File: src/rtl/op_fetch_pkg.sv
// Shared types and constants for the op fetch sequencer.
package op_fetch_pkg;

    localparam int unsigned ADDR_W     = 4;
    localparam int unsigned OP_W       = 8;
    localparam int unsigned DEF_RD_LAT = 2;
    localparam int unsigned DEF_FIFO_D = 3;

    localparam logic [OP_W-1:0] OP_HALT = OP_W'(8'hFF);

    typedef enum logic [1:0] {
        S_IDLE  = 2'd0,
        S_RUN   = 2'd1,
        S_DRAIN = 2'd2
    } state_t;

    // One buffered op and the address it came from.
    typedef struct packed {
        logic [OP_W-1:0]   op;
        logic [ADDR_W-1:0] pc;
    } fifo_entry_t;

    // Tag travelling alongside an outstanding RAM read.
    typedef struct packed {
        logic              vld;
        logic              epoch;
        logic [ADDR_W-1:0] pc;
    } tag_t;

endpackage

File: src/rtl/op_fetch_fifo.sv
// Shift-register FIFO: entry 0 is always the head, so the head output is a flop.
module op_fetch_fifo
    import op_fetch_pkg::*;
#(
    parameter int unsigned DEPTH = DEF_FIFO_D,
    parameter int unsigned CNT_W = $clog2(DEPTH + 1)
)
(
    input  logic              clk,
    input  logic              rst,
    input  logic              i_clr,
    input  logic              i_push,
    input  fifo_entry_t       i_wdata,
    input  logic              i_pop,
    output fifo_entry_t       o_head,
    output logic              o_valid,
    output logic [CNT_W-1:0]  o_count
);

    fifo_entry_t      r_mem [DEPTH];
    logic [CNT_W-1:0] r_count;
    logic             r_valid;

    fifo_entry_t      w_next [DEPTH];
    logic [CNT_W-1:0] w_widx;
    logic [CNT_W-1:0] w_cnt_nxt;
    logic             w_pop;
    logic             w_full;

    assign w_pop   = i_pop && (r_count != '0);
    assign w_full  = (r_count == CNT_W'(DEPTH));
    assign o_head  = r_mem[0];
    assign o_valid = r_valid;
    assign o_count = r_count;

    // Next storage image: shift on pop, then write the new entry behind the last live one.
    always_comb begin
        w_widx = w_pop ? (r_count - CNT_W'(1)) : r_count;
        for (int i = 0; i < int'(DEPTH); i++) begin
            w_next[i] = r_mem[i];
        end
        if (w_pop) begin
            for (int i = 0; i < int'(DEPTH) - 1; i++) begin
                w_next[i] = r_mem[i + 1];
            end
        end
        if (i_push) begin
            for (int i = 0; i < int'(DEPTH); i++) begin
                if (CNT_W'(i) == w_widx) begin
                    w_next[i] = i_wdata;
                end
            end
        end
    end

    // Occupancy after this cycle's push/pop; clear wins.
    always_comb begin
        w_cnt_nxt = r_count;
        if (i_clr) begin
            w_cnt_nxt = '0;
        end else if (i_push && !w_pop) begin
            w_cnt_nxt = r_count + CNT_W'(1);
        end else if (!i_push && w_pop) begin
            w_cnt_nxt = r_count - CNT_W'(1);
        end
    end

    // Storage and occupancy registers.
    always_ff @(posedge clk or negedge rst) begin
        if (!rst) begin
            for (int i = 0; i < int'(DEPTH); i++) begin
                r_mem[i] <= '0;
            end
            r_count <= '0;
            r_valid <= 1'b0;
        end else begin
            if (!i_clr) begin
                for (int i = 0; i < int'(DEPTH); i++) begin
                    r_mem[i] <= w_next[i];
                end
            end
            r_count <= w_cnt_nxt;
            r_valid <= (w_cnt_nxt != '0);
        end
    end

    // Upstream credit accounting must never push into a full FIFO.
    a_no_overflow: assert property (@(posedge clk) disable iff (!rst)
        !(i_push && w_full && !i_clr));

endmodule

File: src/rtl/op_fetch.sv
// Fetch sequencer: owns the PC, issues opmem reads, tracks read latency with
// an epoch-tagged pipe, and buffers returned ops for the execute stage.
// Optional: OP_FETCH_HALT_EN makes an OP_HALT op end fetching like a stop.
module op_fetch
    import op_fetch_pkg::*;
#(
    parameter int unsigned RD_LAT = DEF_RD_LAT,
    parameter int unsigned FIFO_D = DEF_FIFO_D
)
(
    input  logic              clk,
    input  logic              rst,
    input  logic              start,
    input  logic [ADDR_W-1:0] start_addr,
    input  logic              stop,
    input  logic              jump_en,
    input  logic [ADDR_W-1:0] jump_addr,
    input  logic              mem_write,
    output logic [ADDR_W-1:0] mem_addr,
    output logic              mem_oce,
    input  logic [OP_W-1:0]   op_in,
    output logic [OP_W-1:0]   op_out,
    output logic [ADDR_W-1:0] op_pc,
    output logic              op_valid,
    input  logic              op_ready,
    output logic              busy
);

    localparam int unsigned CNT_W = $clog2(FIFO_D + 1);
    localparam int unsigned SUM_W = $clog2(FIFO_D + RD_LAT + 1);

    state_t            r_state;
    logic [ADDR_W-1:0] r_pc;
    logic [ADDR_W-1:0] r_mem_addr;
    logic              r_oce;
    logic              r_epoch;
    logic              r_busy;
    tag_t              r_tag [RD_LAT];

    state_t            w_state_nxt;
    tag_t              w_tag_nxt [RD_LAT];
    tag_t              w_tail;
    logic [SUM_W-1:0]  w_inflight;
    logic [SUM_W-1:0]  w_inflight_nxt;
    logic [SUM_W-1:0]  w_credit;
    logic [CNT_W-1:0]  w_fifo_cnt;
    fifo_entry_t       w_head;
    fifo_entry_t       w_wdata;
    logic              w_fifo_valid;
    logic              w_run;
    logic              w_stop;
    logic              w_jump;
    logic              w_pop;
    logic              w_push;
    logic              w_issue;
    logic              w_halt;

    assign w_tail = r_tag[RD_LAT-1];
    assign w_run  = (r_state == S_RUN);
    assign w_stop = w_run && stop;
    assign w_jump = w_run && jump_en && !stop;
    assign w_pop  = w_fifo_valid && op_ready;

    // A returning op is kept only if it belongs to the current epoch and no flush is happening.
    assign w_push        = w_tail.vld && (w_tail.epoch == r_epoch) && !w_jump;
    assign w_wdata.op    = op_in;
    assign w_wdata.pc    = w_tail.pc;

`ifdef OP_FETCH_HALT_EN
    assign w_halt = w_run && w_push && (op_in == OP_HALT);
`else
    assign w_halt = 1'b0;
`endif

    // Credit check counts buffered plus outstanding ops; the slot freed by this cycle's pop is reusable.
    always_comb begin
        w_inflight = '0;
        for (int i = 0; i < int'(RD_LAT); i++) begin
            w_inflight = w_inflight + SUM_W'(r_tag[i].vld);
        end
        w_credit = SUM_W'(w_fifo_cnt) + w_inflight - SUM_W'(w_pop);
        w_issue  = w_run && !w_jump && !w_stop && !mem_write && (w_credit < SUM_W'(FIFO_D));
    end

    // Tag pipe advance and resulting outstanding count.
    always_comb begin
        w_tag_nxt[0].vld   = w_issue;
        w_tag_nxt[0].epoch = r_epoch;
        w_tag_nxt[0].pc    = r_pc;
        for (int i = 1; i < int'(RD_LAT); i++) begin
            w_tag_nxt[i] = r_tag[i - 1];
        end
        w_inflight_nxt = '0;
        for (int i = 0; i < int'(RD_LAT); i++) begin
            w_inflight_nxt = w_inflight_nxt + SUM_W'(w_tag_nxt[i].vld);
        end
    end

    // Next-state logic.
    always_comb begin
        w_state_nxt = r_state;
        case (r_state)
            S_IDLE: begin
                if (start) begin
                    w_state_nxt = S_RUN;
                end
            end
            S_RUN: begin
                if (w_stop || w_halt) begin
                    w_state_nxt = S_DRAIN;
                end
            end
            S_DRAIN: begin
                if (w_inflight == '0) begin
                    w_state_nxt = S_IDLE;
                end
            end
            default: begin
                w_state_nxt = S_IDLE;
            end
        endcase
    end

    // State register.
    always_ff @(posedge clk or negedge rst) begin
        if (!rst) begin
            r_state <= S_IDLE;
        end else begin
            r_state <= w_state_nxt;
        end
    end

    // PC, epoch, RAM address/enable, tag pipe and busy.
    always_ff @(posedge clk or negedge rst) begin
        if (!rst) begin
            r_pc       <= '0;
            r_mem_addr <= '0;
            r_oce      <= 1'b0;
            r_epoch    <= 1'b0;
            r_busy     <= 1'b0;
            for (int i = 0; i < int'(RD_LAT); i++) begin
                r_tag[i] <= '0;
            end
        end else begin
            r_oce  <= 1'b1;
            r_busy <= (w_state_nxt != S_IDLE) || (w_inflight_nxt != '0);
            for (int i = 0; i < int'(RD_LAT); i++) begin
                r_tag[i] <= w_tag_nxt[i];
            end
            if ((r_state == S_IDLE) && start) begin
                r_pc <= start_addr;
            end else if (w_jump) begin
                r_pc    <= jump_addr;
                r_epoch <= ~r_epoch;
            end else if (w_issue) begin
                r_pc       <= r_pc + ADDR_W'(1);
                r_mem_addr <= r_pc;
            end
        end
    end

    // Output op buffer; a jump flushes it and discards any same-cycle pop.
    op_fetch_fifo #(
        .DEPTH (FIFO_D),
        .CNT_W (CNT_W)
    ) u_fifo (
        .clk     (clk),
        .rst     (rst),
        .i_clr   (w_jump),
        .i_push  (w_push),
        .i_wdata (w_wdata),
        .i_pop   (w_pop && !w_jump),
        .o_head  (w_head),
        .o_valid (w_fifo_valid),
        .o_count (w_fifo_cnt)
    );

    assign mem_addr = r_mem_addr;
    assign mem_oce  = r_oce;
    assign op_out   = w_head.op;
    assign op_pc    = w_head.pc;
    assign op_valid = w_fifo_valid;
    assign busy     = r_busy;

endmodule

File: config.mk
export PLATFORM = sky130hd
export DESIGN_NAME = op_fetch
export DESIGN_NICKNAME = d
export VERILOG_FILES = /design/src/rtl/op_fetch_pkg.sv /design/src/rtl/op_fetch_fifo.sv /design/src/rtl/op_fetch.sv
export SDC_FILE = /design/constraint.sdc
export NUM_CORES = 1
export LEC_CHECK = 0
export ABC_AREA = 1
export CAP_MARGIN = 5
export CORE_UTILIZATION = 51
export DETAILED_ROUTE_END_ITERATION = 8
export PLACE_DENSITY = 0.83
export SLEW_MARGIN = 0
export SYNTH_ARGS = -nofsm -noshare
export SYNTH_HDL_FRONTEND = slang
export SYNTH_SLANG_ARGS = --single-unit
export TNS_END_PERCENT = 20
File: constraint.sdc
create_clock -name clk -period 2.3 [get_ports clk]
set_input_delay 0.575 -clock clk [delete_from_list [all_inputs] [get_ports clk]]
set_output_delay 0.575 -clock clk [all_outputs]
set_load 0.05 [all_outputs]
# == Yosys cells after proc, flatten, opt, wreduce, memory -nomap -nowiden ==
# Index checks and enable logic that the tools add are counted.
# op_classes
muxes,16
n_lt_le_gt_ge,1
multipliers,0
n_eq_ne,5
n_shift,0
addsub,7
n_reduce_logical,33
n_bitwise,3
div_mod_pow,0
# ops
op,n
two-way mux 12 bit,3
two-way mux 36 bit,1
two-way mux 24 bit,1
logical AND 1 bit,15
two-way mux 2 bit,7
two-way mux 4 bit,3
zero test 1 bit,6
one-hot mux 2 bit (3 select lines),1
AND reduction 3 bit,2
nonzero test 2 bit,3
nonzero test 3 bit,2
adder 1 x 1 -> 2 bit,2
"adder 4 x 1 -> 4 bit, second input constant",1
zero test 2 bit,2
adder 2 x 2 -> 3 bit,1
zero test 3 bit,1
"less-than comparator 3 x 2 -> 1 bit, second input constant",1
NOT 1 bit,3
subtractor 3 x 1 -> 3 bit,1
"adder 2 x 1 -> 2 bit, second input constant",1
"== test 1 x 2 -> 1 bit, first input constant",1
"== test 2 x 1 -> 1 bit, second input constant",1
"== test 2 bit, first input constant",1
"== test 2 bit, second input constant",1
other kinds (4),4
# totals
elab_cells,85
reg_bits,64
mem_count,0
mem_bits_rw,0
rom_bits,0
output_inout_bits,19
latchBits,0

# == Longest topological paths before layout ==
# logic_depth
word_depth,11
mapped_depth,13
depth_no_buf,13

# == Cells and area by module ==
# A second synthesis with hierarchy kept.
# hier_totals
hier_cells,471
area_unflattened_um2,3654.8
# by_module_without_submodules
mod,instances,cells_per_inst,seq_area_each_um2,area_per_inst_um2
op_fetch_fifo,1,352,975.9,2502.4
op_fetch,1,119,625.6,1152.4

# == Worst setup path after synthesis ==
# OpenSTA, ideal clock, no wires.
# synth_timing
path_kind,register to register
from,register u_fifo.r_valid (netlist: u_fifo.o_valid)
to,register r_pc[0]
setup_slack_ns,-0.196
stages_incl_launch_ff,13
arrival_ns,2.369
n_path_buf,0
path_cell_list,dfrtp_1 > nand2_1 > inv_1 > ha_1 > inv_1 > ha_1 > inv_1 > fa_1 > nor2_1 > nor3_1 > nand3_1 > nand2_1 > o21ai_0
# synth_via
elab_chain_len,5
# synth_lines
element,line,source
"start, declared",op_fetch_fifo.sv:22,logic r_valid;
"start signal, assigned",op_fetch_fifo.sv:83,r_valid <= (w_cnt_nxt != '0);
logical AND 1 bit,op_fetch.sv:62,assign w_pop = w_fifo_valid && op_ready;
subtractor 3 x 1 -> 3 bit,op_fetch.sv:81,w_credit = SUM_W'(w_fifo_cnt) + w_inflight - SUM_W'(w_pop);
less-than comparator 3 x 2 -> 1 bit,op_fetch.sv:82,w_issue = w_run && !w_jump && !w_stop && !mem_write && (w_credit < SUM_W'(FIFO_D));
logical AND 1 bit,op_fetch.sv:82,
nonzero test 3 bit (no source line),--,
"end signal, assigned",op_fetch.sv:151,r_pc <= start_addr;
"end signal, assigned",op_fetch.sv:153,r_pc <= jump_addr;
"end signal, assigned",op_fetch.sv:156,r_pc <= r_pc + ADDR_W'(1);
"end, declared",op_fetch.sv:33,logic [ADDR_W-1:0] r_pc;
# Every way passes these cells.
# A chain may end at the register's enable or synchronous reset.

# == Final worst setup path ==
# layout_timing
from,register u_fifo.r_valid (netlist: u_fifo.o_valid)
to,register u_fifo.r_mem[8] in the netlist's numbering
# layout_via
elab_chain_len,6
# layout_lines
element,line,source
logical AND 1 bit,op_fetch.sv:62,
logical AND 1 bit,op_fetch.sv:172,".i_pop (w_pop && !w_jump),"
logical AND 1 bit,op_fetch_fifo.sv:30,assign w_pop = i_pop && (r_count != '0);
two-way mux 2 bit,op_fetch_fifo.sv:38,w_widx = w_pop ? (r_count - CNT_W'(1)) : r_count;
== test 2 bit,op_fetch_fifo.sv:49,if (CNT_W'(i) == w_widx) begin
AND reduction 3 bit (no source line),--,
"end signal, assigned by index",op_fetch_fifo.sv:79,r_mem[i] <= w_next[i];
"end, declared",op_fetch_fifo.sv:20,fifo_entry_t r_mem [DEPTH];
# Every way passes these cells.

==> flow_summary.yaml <==
cells_and_area:
  layout-drive-gt1-share_pct: 15.7
  layout-area-overhead-vs-synth_pct: 23.1
  nFillCells: 552
  diodes: 0
  fin_area_sq_mm: 0.00433
  nets: 536
sta:
  fin_setup_tns_ps: -7.00
  finClkSkew_ps: 6.71
  period_minus_slack_ps: 2310
  worst_slack_ps: -7.00
  hold_viol: 0
  rsz0062_at_grt: "yes"
  setup_viol: 1
  holdWs_ps: 226
  slew_violations: 0
  fmax_mhz: 433
  period_share_pct: 100
  relSlewSlack_pct: 66.7
  tightest_slew_ps: 498
yosys:
  synthCells: 454
  ys_seq_area_share_pct: 45.5
  synth_nets: 485
  ys_top_cells_by_area: "dfrtp_1 46%, nand2_1 16%, inv_1 8.8%"
  synth-edff-count: 0
  synth.avg_cell_area_sq_um: 7.75
  synthFlopType: "dfrtp_1"
  yosys.area.top_type: "dfrtp_1"
  synth_top_area_share_pct: 45.5
  synth.most_common_cell: "nand2_1"
  async_flop_share_pct: 100
  synthTopCellsByCount: "153 x nand2_1, 82 x inv_1, 64 x dfrtp_1"
  synth_seq_cells: 64
  ys_warn_count: 0
  ys_types: 28
  syn_area_sq_mm: 0.00352
setup_path:
  cp_common_cell: "buf_4"
  r2r_end: "u_fifo.r_mem[8]"
  start_kind: "register"
  critPathArrivalTime_ps: 2580
  crit_family: "buffers and inverters"
  cp_data_required_time_ps: 2580
  rr_startpoint: "u_fifo.o_valid"
  crit_type: "register to register"
  cp_max_fo: 12
  worst_setup_path_end_kind: "register"
  reg2reg_slack_ps: -7
  cpPeakStageDelay_ps: 370
  worstPathCellList: "nand2_2 -> buf_4 -> buf_4 -> buf_4 -> buf_4 -> buf_4 -> buf_4 -> nor2_2 -> buf_4 -> nand2_4 -> nand2_1 -> nand2_2 -> inv_2 -> buf_6 -> nand4_1 -> nand2_1"
  reg2regPathDepth: 16
  cpMaxStageDelayCell: "dfrtp_2"
  crit_buf_inv: 9
route:
  avgViaCountPerCell: 5.19
  wirelength_um: 7770
  route.detailed.drc: 0
  drt_iter0_drc: 196
  ant_nets: 0
  via_count: 3047
  first_pass_iters: 5
  wire_per_inst_um: 13.2
global_route:
  grt_pass1_vias: 2908
  grt_overflow_total: 0
  antenna_found_initial: 0
  grt_max_degree: 65
  track_usage_pct: 23.4
  grt_pass1_wl_um: 13200
die:
  start_util_pct: 54.2
  rows: 29
  die_y_um: 85.0
  dieArea_sq_mm: 0.00723
  dieWidth_um: 85.0
  core_sq_mm: 0.00649
  io-pin-count: 42
clocking:
  numCtsBuffers: 9
  postCtsHoldBufs: 0
  cts_buffer_depth: 2
  cts.htree.levels: 3
  clockRootBuffer: "clkbuf_8"
  cts_tree: "yes"
  clk_latency_ps: 340
  clk_pin_slew_ps: 70
  cts.sinks: 64
place:
  dpl.hpwl_um: 4980
  dp_worst_setup_slack_ps: -645
  gp_congestion: 0.802
  dpl_cell_area_sq_mm: 0.00400
  port_buffers: 41
job:
  drv_cap: 0
power:
  pwr_density_cell_mw_per_mm2: 1240
  power.leakage_nw: 2.43
  fin_total_pwr_mw: 5.36
  vdd_ir_drop_max_mv: 0.736
run_status:
  outcome: "finished with violations"
  violations: "negative setup slack"
min_path:
  hold_class: "primary input to async pin"
-- power by group --
part | leakage (nW) | switching, mW | total, mW | internal, mW
logic | 1.48 | 1.69 | 2.62 | 0.930
clock network | 0.103 | 0.414 | 0.971 | 0.557
registers | 0.846 | 0.240 | 1.78 | 1.54
total | 2.43 | 2.34 | 5.36 | 3.02
-- worst max path at each step --
| stage | startpoint | end | slack [ps] | cells past startpoint |
|---|---|---|---|---|
| CTS | u_fifo.o_valid | mem_addr[3] | 1 | 13 |
| detailed placement | op_ready | r_pc[3] | -650 | 13 |
| floorplan | op_ready | r_pc[3] | -30 | 12 |
| global placement | op_ready | r_pc[3] | -560 | 13 |
| global route | u_fifo.o_valid | u_fifo.r_mem[8] | -110 | 16 |
| finish | u_fifo.o_valid | u_fifo.r_mem[8] | -7 | 16 |
-- per-stage QoR --
stage	util (%)	cells
after CTS	65.8	586
final	66.7	587
after global routing	66.7	587
after detailed placement	61.6	563
after floorplan	-	454
after global placement	61.6	563
-- cell type report --
type	instances	area (sq um)	share of cell area, %
Clock buffer	13	159	3.67
Clock inverter	3	40.0	0.925
Inverter	86	323	7.46
Multi-Input combinational cell	271	1440	33.4
Sequential cell	64	1600	37.0
Tap cell	77	96.3	2.23
Timing Repair Buffer	73	664	15.3
-- cells by family (layout without fill, tap and decap cells) --
group | Yosys count | count (layout) | share of synthesized area, %
other cells | 1 | 1 | 0.107
flops | 64 | 64 | 45.5
fa+ha+maj | 8 | 8 | 3.06
simple gates | 244 | 245 | 32.6
buf+inv | 120 | 175 | 15.6
compound gates | 13 | 13 | 2.10
xor+xnor | 4 | 4 | 0.996
-- registers in the layout, summed over array words and instances (netlist names), 2 cells and up --
register and cells:
r_state 2, u_fifo.o_head 12, u_fifo.o_count 2, r_tag 12, mem_addr 4, u_fifo.r_mem 24, r_pc 4
-- routing by layer --
| layer | part of all wire (%) | up-vias | wire [um] | global-route usage (%) |
|---|---|---|---|---|
| met5 | 0 | - | 0 | 0 |
| met4 | 1.9 | 0 | 144 | 11.2 |
| met3 | 5.6 | 15 | 433 | 4.57 |
| met2 | 51 | 116 | 3940 | 38.4 |
| met1 | 42 | 1416 | 3250 | 29.8 |
| li1 | - | 1500 | - | - |
-- placed cells by master, fill, tap and decap left out, types with 6 or more instances in the layout --
master | synthesis | routed
inv_1 | 82 | 80
nand2_1 | 153 | 149
clkbuf_8 | 0 | 11
clkdlybuf4s50_1 | 0 | 39
dfrtp_1 | 64 | 63
nand3_1 | 34 | 33
inv_2 | 4 | 6
nand4_1 | 37 | 37
buf_4 | 16 | 28
nand2_2 | 3 | 6
-- repair_timing --
| action | CTS | global route |
|---|---|---|
| gates resized for setup | 13 | 10 |
| endpoints found under the setup margin | 9 | 35 |
| hold endpoints to repair | 0 | 0 |
| pin swaps | 6 | 6 |
| buffers inserted | 7 | 0 |
| gates cloned | 0 | 1 |
-- worst reg2reg max path, delay by kind of cell, from the launching register on --
kind,cells,cell delay [ps]
and+or+nand+nor,7,680
DFF,1,370
buffers and inverters,9,1200
Note: power is estimated with default switching activity, not from simulation.
==> edit 1 (config.mk and constraints unchanged) <==
Build with the macro `OP_FETCH_HALT_EN` defined.
--- a/src/rtl/op_fetch.sv
+++ b/src/rtl/op_fetch.sv
@@ -2,4 +2,6 @@
 // an epoch-tagged pipe, and buffers returned ops for the execute stage.
 // Optional: OP_FETCH_HALT_EN makes an OP_HALT op end fetching like a stop.
+`define OP_FETCH_HALT_EN
+
 module op_fetch
     import op_fetch_pkg::*;
Formal check against the unedited RTL: not equivalent (Yosys sat finds a counterexample within 10 cycles, from zero or initial values and one cycle with rst low).
==> edit 1 against the original RTL <==
Sequential cell count unchanged; routed wire length shrank 2.5%; critical endpoint is now mem_addr[3]; global-route usage fell by 0.55 points; synthesized area grew 4.0%; cell area up 4.8%; final cell count rose by 4.8%; synthesized cell count rose by 2.9%; worst setup slack improved by 57 ps; power increased by 18%.
==> edit 1: results (changes against the original RTL) <==
[critical_path]
r2r_start = r_tag[11]
r2r_slack_ps = 50  ; +60 ps
r2r_cells = 10  ; -6

[clocking]
ctsResizeCount = 7  ; -6
post_cts_buffers = 2  ; -5

[power_and_ir_drop]
p_seq_mw = 1.91  ; +7%
p_int_mw = 3.61  ; +19%
cellLeakagePower_nw = 2.48  ; +1.8%
clkPwrFrac = 0.208  ; +0.027
vdd_drop_max_mv = 0.883  ; +20%

[synth]
synthTopCellsByArea = dfrtp_1 (44%), nand2_1 (17%), inv_1 (8.5%)
synth_fp_nets = 498  ; +2.7%
seq_area_frac_synth = 0.438  ; -0.0174

[finish]
nNetsFinal = 545  ; +1.7%
drive_above_1_share = 0.160  ; +0.00306

[routing]
drt_iter0_drc = 161  ; -18%
wl_met3_microns = 349  ; -19%
vias_per_cell = 4.85  ; -6.6%
wire_per_inst_microns = 12.3  ; -6.9%
first_pass_iters = 4  ; -1

[global_routing]
grt_usage = 0.228  ; -0.00547
grt_pass1_vias = 2919  ; +0.38%

[sta]
finalClockSkew_ps = 7.87  ; +1.16 ps

[placement]
dp_hpwl_microns = 5250  ; +5.3%

[outcome]
status = completed

==> edit 1: cell type report <==
class	count	area, sq um
Fill cell	560	2330
Sequential cell	64	1600
Multi-Input combinational cell	285	1570
Timing Repair Buffer	68	642
Inverter	86	330
Clock buffer	10	138
Clock inverter	6	138
Tap cell	96	120
==> edit 1: logic make-up after synthesis <==
logic type	Yosys count	share of synthesized area
XOR/XNOR	2	0.00479
other	1	0.00103
AO/OA/AOI/OAI	12	0.0181
adder cells (fa/ha/maj)	8	0.0294
buffers and inverters	118	0.157
flip-flops	64	0.438
AND/OR/NAND/NOR	262	0.351
==> edit 1: worst max path at each step <==
stage	depth (start not counted)	start	slack, ps	endpoint
6_report	10	r_tag[11]	50	mem_addr[3]
5_1_grt	14	u_fifo.o_valid	-40	mem_addr[0]
4_1_cts	15	op_ready	5	mem_addr[0]
3_5_place_dp	15	op_ready	-680	mem_addr[0]
3_3_place_gp	15	op_ready	-620	mem_addr[0]
2_1_floorplan	14	u_fifo.o_valid	20	mem_addr[0]
==> edit 1: routing by layer <==
metal	GRT usage	vias up
met5	0	-
met4	0.105	0
li1	-	1500
met3	0.0352	15
met2	0.400	78
met1	0.278	1390
==> edit 1: worst max-delay path: stages, from the launching register on <==
cell     delay, ps
dfrtp_1        430
ha_2           210
inv_2           60
ha_4           200
fa_1           530
inv_1           50
a21oi_2        150
nand2_2        120
nor2_4         130
buf_2          180
a21oi_1         70
==> edit 1: metrics by stage <==
stage	worst slack, ps	total power [mW]	area (sq um)
floorplan	23.6	4.15	3700
global placement	-624	4.78	4180
detailed placement	-682	4.88	4180
CTS	5.21	6.25	4490
global route	-42.1	6.79	4540
finish	49.9	6.33	4540
==> edit 2 (same flow settings) <==
Made on the original files. Re-encode `state_t` (3 states) as one-hot, 3 bits wide.
--- a/src/rtl/op_fetch_pkg.sv
+++ b/src/rtl/op_fetch_pkg.sv
@@ -9,8 +9,8 @@
     localparam logic [OP_W-1:0] OP_HALT = OP_W'(8'hFF);
 
-    typedef enum logic [1:0] {
-        S_IDLE  = 2'd0,
-        S_RUN   = 2'd1,
-        S_DRAIN = 2'd2
+    typedef enum logic [2:0] {
+        S_IDLE  = 3'b001,
+        S_RUN   = 3'b010,
+        S_DRAIN = 3'b100
     } state_t;
 
Formal check against the unedited RTL: same outputs for any inputs over 10 cycles, from zero or initial values and one cycle with rst low; not proved beyond that.
==> edit 2 against the original RTL <==
Cell area is 1.4% lower; register-to-register slack better by 90 ps; routed wire length is 15% lower; worst setup slack better by 73 ps; synthesized area is 5.3% lower; synthesized cell count is 16% lower; non-clock buffer count stayed put; power is 12% lower; sequential cell count is 1 higher; global-route usage is 2.8 points lower; core utilization is 0.96 points higher.
==> edit 2: results (changes against the original RTL) <==
[outcome]
status = completed

[clocking]
cts_htree_levels = 3  ; unchanged
cts_buffers = 9  ; unchanged
clk_path_buf_depth = 2  ; unchanged
clk_pin_slew_ps = 70  ; about the same
clk_latency_ps = 340  ; about the same
cts_hold_buf = 0  ; unchanged

[power_and_ir_drop]
cellLeakagePower_nw = 1.99  ; -18%
vdd_drop_max_mv = 0.701  ; -4.7%

[finish]
largest_reg_flops = 24  ; unchanged
largest-register = u_fifo.r_mem
fillerInstances = 505  ; -8.5%
n_antenna_cell = 0  ; unchanged
drive_above_1_share = 0.235  ; +0.0784
nNetsFinal = 469  ; -13%

[global_routing]
grt_pass1_wl_microns = 11500  ; -13%
antenna_found_initial = 0  ; unchanged
grt_start_max_net_pins = 66  ; +1.5%
grt_pass1_vias = 2592  ; -11%
grt_usage = 0.206  ; -0.0281

[synth]
seq_area_frac_synth = 0.489  ; +0.0332
synth_fp_nets = 411  ; -15%
synthTopCellsByArea = dfrtp_1 (48%), nand2_1 (7.1%), nor2_1 (5.9%)
async_flop_share = 1.00  ; unchanged
synth_common_cells = dfrtp_1 (64), nand2_1 (63), nor2_1 (52)
yosys.cell_types.count = 34  ; +21%
ys_warn_count = 0  ; unchanged

[sta]
hold_viol = 0  ; unchanged
tightestPinTransition_ps = 499  ; +0.998 ps
finalClockSkew_ps = 6.11  ; -0.601 ps

[placement]
gp_congestion = 0.817  ; +2.0%
pre_cts_slack_ps = -631  ; +14.6 ps
dp_hpwl_microns = 4550  ; -8.7%
portBuffers = 41  ; unchanged
place_area_sq_um = 3900  ; -2.5%

[critical_path]
worst-endpoint-arrival_ps = 2460  ; -120 ps
critical-path-slowest-cell = buf_4
max_stage_delay_ps = 210  ; -160 ps
r2r_cells = 12  ; -4
cp_max_fo = 12  ; unchanged

[routing]
drc_errors = 0  ; unchanged
drt_iter0_drc = 107  ; -45%
vias_per_cell = 5.06  ; -2.5%
first_pass_iters = 4  ; -1
wl_microns = 6620  ; -15%

[hold_path]
hold_class = primary input to asynchronous set/reset pin

[run]
cap_viol_max_count = 0  ; unchanged

## edit 2: cell count changes after synthesis, sizes merged, moves of 22 or more
cell / change
inv: -37
nand2: -84
nand3: -22
nand4: -37
nor2: +52
nor3: +24
o21ai: +35
## edit 2: metrics by stage
step                       util  std cells
after global placement    0.618        497
after global routing      0.676        519
after floorplan               -        380
after detailed placement  0.618        497
after CTS                 0.665        517
final                     0.676        519
## edit 2: metal layers
layer | vias to the layer above | global-route usage | share of wire | wire, microns
met1 | 1259 | 0.244 | 0.42 | 2750
met2 | 64 | 0.365 | 0.53 | 3530
met5 | - | 0 | 0 | 0
met3 | 7 | 0.0606 | 0.043 | 285
met4 | 0 | 0.0517 | 0.0088 | 58
li1 | 1296 | - | - | -
## edit 2: power breakdown
part / switching [mW] / total (mW) / internal (mW) / leakage [nW]
Clock: 0.412 / 1.11 / 0.694 / 0.116
Sequential: 0.188 / 1.63 / 1.44 / 0.860
Combinational: 1.21 / 1.96 / 0.749 / 1.01
## edit 2: final cells by class
type	instances	area share
flip-flops and latches	65	0.382
multi-input cells	240	0.327
repair buffers	73	0.171
inverters	49	0.0443
clock buffers	13	0.0396
well taps	77	0.0226
clock inverters	2	0.0141
## edit 2: path summary, 6_finish.rpt
kind | start | to | slack [ps]
min in group clk | r_tag[10] | r_tag[4] | 350
worst min register to register | r_tag[10] | r_tag[4] | 350
max in group asynchronous | rst | r_state[0] | 1730
worst max-delay path | op_ready | u_fifo.o_head[4] | 70
worst min-delay path | rst | u_fifo.o_head[8] | 240
worst max register to register | u_fifo.o_count[0] | mem_addr[0] | 80
## edit 2: cell families (layout without fill, tap and decap cells)
kind of cell | after synthesis | in the layout | share of synthesized area
AO/OA/AOI/OAI | 49 | 49 | 0.0905
XOR/XNOR | 4 | 4 | 0.0105
adder cells (fa/ha/maj) | 8 | 8 | 0.0323
buffers and inverters | 75 | 137 | 0.114
flip-flops | 65 | 65 | 0.489
other | 1 | 1 | 0.00113
AND/OR/NAND/NOR | 178 | 178 | 0.263
## edit 2: what timing repair did
action	4_1_cts	5_1_grt
endpoints found under the setup margin	9	44
resized for setup	16	11
pin swaps	7	5
setup buffers	5	2
## edit 2: critical path, delay by kind of cell
kind / cells / cell delay (ps)
simple gates: 7 / 750
buf+inv: 8 / 1130
